[src/rtl/muldiv_ctrl_pkg.sv]
// rtl/muldiv_ctrl_pkg.sv - shared constants for the EX HI/LO sequencer
// Purpose: op_type codes, FSM state encodings and the divide-by-zero LO value
//          shared by muldiv_ctrl and anything decoding its op_type field.
// Ports:   none (package).
package muldiv_ctrl_pkg;

    // Decoded op_type field
    localparam logic [1:0] MD_MULT  = 2'b00;
    localparam logic [1:0] MD_MULTU = 2'b01;
    localparam logic [1:0] MD_DIV   = 2'b10;
    localparam logic [1:0] MD_DIVU  = 2'b11;

    // FSM state encodings
    localparam logic [1:0] ST_IDLE = 2'd0;
    localparam logic [1:0] ST_MUL  = 2'd1;
    localparam logic [1:0] ST_DIV  = 2'd2;
    localparam logic [1:0] ST_DONE = 2'd3;

    // LO value written for a divide by zero (HI receives the dividend)
    localparam logic [31:0] DIV0_LO = 32'hFFFF_FFFF;

endpackage

[src/rtl/muldiv_ctrl.sv]
// rtl/muldiv_ctrl.sv - EX-stage sequencer for the multiplier and iterative divider
// Purpose: accepts one mult/multu/div/divu op, drives the external unit with
//          latched operands, stalls EX until the result is captured, then
//          presents one HI/LO write that is held until EX advances.
// Ports:
//   clk, rst                  clock, synchronous active-high reset
//   op_valid/op_type/op_a/op_b decoded op from EX
//   flush, ex_adv              cancel in-flight op; EX advance at end of cycle
//   mul_signed/mul_ina/mul_inb/mul_result   external multiplier interface
//   div_start/div_signed/div_opdata1/div_opdata2/div_annul/div_result/div_ready
//                              external divider interface
//   stallreq                   EX stall request
//   hilo_we, hi_o, lo_o        HI/LO write port
module muldiv_ctrl
    import muldiv_ctrl_pkg::*;
#(
    parameter int MUL_LAT = 1,
    parameter int DW      = 32
) (
    input  logic            clk,
    input  logic            rst,
    input  logic            op_valid,
    input  logic [1:0]      op_type,
    input  logic [DW-1:0]   op_a,
    input  logic [DW-1:0]   op_b,
    input  logic            flush,
    input  logic            ex_adv,
    output logic            mul_signed,
    output logic [DW-1:0]   mul_ina,
    output logic [DW-1:0]   mul_inb,
    input  logic [2*DW-1:0] mul_result,
    output logic            div_start,
    output logic            div_signed,
    output logic [DW-1:0]   div_opdata1,
    output logic [DW-1:0]   div_opdata2,
    output logic            div_annul,
    input  logic [2*DW-1:0] div_result,
    input  logic            div_ready,
    output logic            stallreq,
    output logic            hilo_we,
    output logic [DW-1:0]   hi_o,
    output logic [DW-1:0]   lo_o
);

    localparam logic [2:0] LAT = 3'(MUL_LAT);

    logic [1:0]    state_q, state_d;
    logic [2:0]    cnt_q, cnt_d;
    logic [1:0]    type_q, type_d;
    logic [DW-1:0] a_q, a_d;
    logic [DW-1:0] b_q, b_d;
    logic [DW-1:0] hi_q, hi_d;
    logic [DW-1:0] lo_q, lo_d;

    logic in_idle, in_mul, in_div, in_done;

    // Outputs are forced low while rst is asserted, including the first
    // reset cycle before the state register has been cleared.
    assign in_idle = ~rst & (state_q == ST_IDLE);
    assign in_mul  = ~rst & (state_q == ST_MUL);
    assign in_div  = ~rst & (state_q == ST_DIV);
    assign in_done = ~rst & (state_q == ST_DONE);

    always_comb begin
        state_d = state_q;
        cnt_d   = cnt_q;
        type_d  = type_q;
        a_d     = a_q;
        b_d     = b_q;
        hi_d    = hi_q;
        lo_d    = lo_q;
        if (flush) begin
            state_d = ST_IDLE;
        end else begin
            case (state_q)
                ST_IDLE: begin
                    if (op_valid) begin
                        type_d = op_type;
                        a_d    = op_a;
                        b_d    = op_b;
                        if (op_type == MD_MULT || op_type == MD_MULTU) begin
                            state_d = ST_MUL;
                            cnt_d   = LAT;
                        end else if (op_b == '0) begin
                            // Divide by zero never starts the divider.
                            hi_d    = op_a;
                            lo_d    = DW'(DIV0_LO);
                            state_d = ST_DONE;
                        end else begin
                            state_d = ST_DIV;
                        end
                    end
                end
                ST_MUL: begin
                    if (cnt_q == 3'd0) begin
                        {hi_d, lo_d} = mul_result;
                        state_d      = ST_DONE;
                    end else begin
                        cnt_d = cnt_q - 3'd1;
                    end
                end
                ST_DIV: begin
                    if (div_ready) begin
                        {hi_d, lo_d} = div_result;
                        state_d      = ST_DONE;
                    end
                end
                default: begin
                    // DONE ignores op_valid so the same op is never relaunched.
                    if (ex_adv) begin
                        state_d = ST_IDLE;
                    end
                end
            endcase
        end
    end

    always_ff @(posedge clk) begin
        if (rst) begin
            state_q <= ST_IDLE;
            cnt_q   <= 3'd0;
            type_q  <= 2'd0;
            a_q     <= '0;
            b_q     <= '0;
            hi_q    <= '0;
            lo_q    <= '0;
        end else begin
            state_q <= state_d;
            cnt_q   <= cnt_d;
            type_q  <= type_d;
            a_q     <= a_d;
            b_q     <= b_d;
            hi_q    <= hi_d;
            lo_q    <= lo_d;
        end
    end

    assign stallreq    = (in_idle & op_valid & ~flush) | in_mul | in_div;

    assign mul_signed  = in_mul & ~type_q[0];
    assign mul_ina     = in_mul ? a_q : '0;
    assign mul_inb     = in_mul ? b_q : '0;

    // Start drops in the ready cycle so the divider does not relaunch.
    assign div_start   = in_div & ~div_ready & ~flush;
    assign div_signed  = in_div & ~type_q[0];
    assign div_opdata1 = in_div ? a_q : '0;
    assign div_opdata2 = in_div ? b_q : '0;
    assign div_annul   = in_div & flush;

    assign hilo_we     = in_done & ~flush;
    assign hi_o        = hi_q;
    assign lo_o        = lo_q;

endmodule

[config.mk]
export PLATFORM = sky130hd
export DESIGN_NAME = muldiv_ctrl
export DESIGN_NICKNAME = d
export VERILOG_FILES = /design/src/rtl/muldiv_ctrl_pkg.sv /design/src/rtl/muldiv_ctrl.sv
export SDC_FILE = /design/constraint.sdc
export NUM_CORES = 1
export LEC_CHECK = 0
export ABC_AREA = 1
export BUFFER_PORTS_ARGS = -buffer_cell sky130_fd_sc_hd__buf_2
export CORE_AREA = 10 10 147 149
export CTS_CLUSTER_DIAMETER = 40
export DETAILED_ROUTE_END_ITERATION = 16
export DIE_AREA = 0 0 157 159
export PLACE_DENSITY_LB_ADDON = 0.2
export SLEW_MARGIN = 15
export SYNTH_ARGS = -nofsm -noshare
export SYNTH_HDL_FRONTEND = slang
export SYNTH_SLANG_ARGS = --single-unit
[constraint.sdc]
create_clock -name clk -period 1.7 [get_ports clk]
set_input_delay 0.17 -clock clk [delete_from_list [all_inputs] [get_ports clk]]
set_output_delay 0.17 -clock clk [all_outputs]
set_load 0.005 [all_outputs]
==> results.md <==
* Starting Density at 37.93%
* Final ANT Viol Nets at 0
* Req. time, crit path at 1.53 ns
* Area of the multi-input gates at 4473 um2
* Sw Share at 30.22%
* Cell breakdown of the critical path: inv_4, ha_4, buf_8, nand2_8, clkbuf_16, nor2_1, buf_2
* Wire length of the first global-routing pass at 49.04 mm
* Endpoint type of the worst setup path: output port
* # port buffers at 397
* Final wirelength at 36.14 mm
* Number of failing hold endpoints at the final stage at 0
* Clock Power Share at 40.1%
* Fraction of layout instances using a drive strength above 1 at 41.99%
* CP peak stage delay at 0.37 ns
* WL/cell at 19.62 um
* Max-cap violations at 0
* Chip Height at 159 um
* Worst setup path class: flip-flop to output port
* Slew @ Worst Pin at 0.5421 ns
* Cell-internal power at 6.743 mW
* Aggregate global-route resource usage at 24.95%
* Area contributors post-synth: dfxtp_1, nor2_1, nand2_1, inv_1, a21oi_1
* Syn nets at 1342
* Cts bufs inserted at 17
* Leak Pwr at 6.142 nW
* Fillers at 1557
* Max Clk Rate at 529.0 MHz
* Final Setup Violations at 209
* PwrDens at 774.4 nW/um2
* CTS root buf: clkbuf_16
* First DRT Iteration DRCs at 621
* Clock Latency Late Sink at 0.42 ns
* CTS tree: yes
* Worst hold path class: input pin to flip-flop
* Pre-CTS WS at -0.01527 ns
* TNS Setup at -20.47 ns
* Design area at 12480 um2
* Slew Limit Headroom at 63.81%
* Dominant synthesized flop cell: dfxtp_1
* Cell Area, Placed at 9518 um2
* Bufs and invs on worst path at 4
* Total gr overflow at 0
* Post-synth EDFFs at 0
* Dominant cell type by area after synthesis: dfxtp_1
* H-tree Lvls at 4
* RSZ-0062 raised after global routing: true
* Yosys cell types at 23
* Worst-path clk slew at 0.05 ns
* Core area at 18580 um2
* Final Skew at 0.01372 ns
* Number of nets in the layout at 1799
* Max clock buf depth at 2
* Routability cong. at 0.8488
* Vias per cell at 5.111
* HPWL Detailed at 22.91 mm
* Initial antenna violation count at 2
* Initial DRT Pass Iterations at 7
* Synth top area share at 38.06%
* Tmin final at 1.890 ns
* Vias in the first global route at 8774
* Fin. max-slew vios at 0
* Post-synth top cells: nor2_1, nand2_1, inv_1
* CP top delay family: buffers and inverters
* FF+latch count, synth at 134
* Worst setup SP type: flip-flop
* Run status: finished, violations left
* Syn_area_per_cell at 6.210 um2
* Failing checks: setup timing
* Netlist Area Pre-Place at 7048 um2
* Vias at 9414
* CTS sink count at 134
* Asr flop ratio synth at 0%
* Standard-cell rows at 50
* Synth warn at 0
* Worst vdd ir at 0.6939 mV
* Die area at 24960 um2
* Post-Syn Instances at 1135
* Final setup margin at -0.1903 ns
* Most common cell in the netlist: nor2_1
* Register area at 2690 um2
* Io pins at 398
* Biggest fanout along the worst timing path at 8
* Sequential share of power at 35.4%
* Area Growth Syn to Fin at 77.06%
* Gate power share at 24.4%
* Largest net degree at the start of global routing at 68
* Die width at 157 um
* Net Sw Power at 2.921 mW
* Critical path's slowest cell: dfxtp_4
* CP arrival at 1.72 ns
* Post-synthesis sequential area ratio at 38.06%
* DRC violations left at 0
* Smallest hold slack at 0.005739 ns
* Post-route clock period utilization at 111.2%
## layer usage
metal  up-vias  GRT usage [%]  part of all wire, %
met5         -              0                    0
met4         0          11.24                  3.8
met3        92          7.501                  8.4
met2       470          41.55                   50
met1      4346          28.61                   38
li1       4506              -                    -
## worst register-to-register path, cell delays in order, from the launching register on
cell and delay (ns):
dfxtp_4 0.37, inv_4 0.07, ha_4 0.13, inv_2 0.04
buf_6 0.11, nor3_4 0.12, buf_6 0.14, inv_8 0.03
buf_4 0.16, buf_12 0.18, a21oi_1 0.20, o21ai_0 0.15
inv_1 0.09
## repair_timing
item / CTS / global route
gates cloned: 10 / 14
buffers inserted: 12 / 8
resized for setup: 74 / 248
pin swaps: 4 / 8
setup endpoints to repair: 134 / 262
hold buffers: 50 / 0
hold endpoints to repair: 50 / 0
## stage by stage
step | instances | power, mW | utilization, %
4_1_cts | 1824 | 9.374 | 60.93
3_3_place_gp | 1720 | 5.235 | 51.23
5_1_grt | 1840 | 10.08 | 67.14
6_report | 1842 | 9.664 | 67.16
2_1_floorplan | 1135 | 4.441 | -
3_5_place_dp | 1720 | 5.259 | 51.23
## flip-flops by register name, summed over array words and instances, names as in the netlist
name,flops
lo_o,32
b_q,32
a_q,32
cnt_q,3
type_q,1
state_q,2
hi_o,32
## path summary, 6_finish.rpt
kind              slack, ns  cells after the start                     from               endpoint
setup / recovery      -0.19                      7  state_q[1]$_SDFFE_PP0P_            mul_ina[18]
hold / removal        0.006                      3                 op_a[20]   a_q[20]$_SDFFE_PP0P_
setup reg to reg      -0.13                     12  state_q[1]$_SDFFE_PP0P_    b_q[3]$_SDFFE_PP0P_
hold reg to reg        0.46                      2    hi_o[28]$_SDFFE_PP0P_  hi_o[28]$_SDFFE_PP0P_
## area by class of cell
class	instances	share of cell area, %
antenna	3	0.06016
tap	234	2.346
clock inverter	11	1.183
inverter	158	4.933
multi-input combinational	760	35.84
sequential	134	21.56
timing repair buffer	521	30.31
clock buffer	21	3.770
## cell usage in the layout (no fill, tap or decap), types with 21 or more instances in the layout
cell,instances
dlygate4sd3_1,50
buf_6,29
nand3_1,53
nor2_1,179
clkbuf_16,26
nand2_1,146
buf_12,22
nor2_2,30
a221oi_1,32
buf_2,378
dfxtp_1,132
nor2_4,91
o21ai_0,66
o21ai_1,21
buf_4,23
a21oi_1,92
inv_1,148
## cells by family (layout without fill, tap and decap cells)
kind of cell	Yosys count	count (layout)	synth area share [%]
flops	134	134	38.06
simple gates	533	535	29.95
other cells	0	3	0
buf+inv	243	711	13.40
fa+ha+maj	7	7	1.243
compound gates	218	218	17.34
## power by group through the flow
stage          sequential [mW]  combinational, mW  clock, mW
2_1_floorplan             3.48              0.957          0
3_3_place_gp              3.48               1.76          0
3_5_place_dp              3.48               1.77          0
4_1_cts                   3.42               2.04       3.92
5_1_grt                   3.44               2.58       4.06
6_report                  3.42               2.36       3.88
Note: power is estimated with default switching activity, not from simulation.
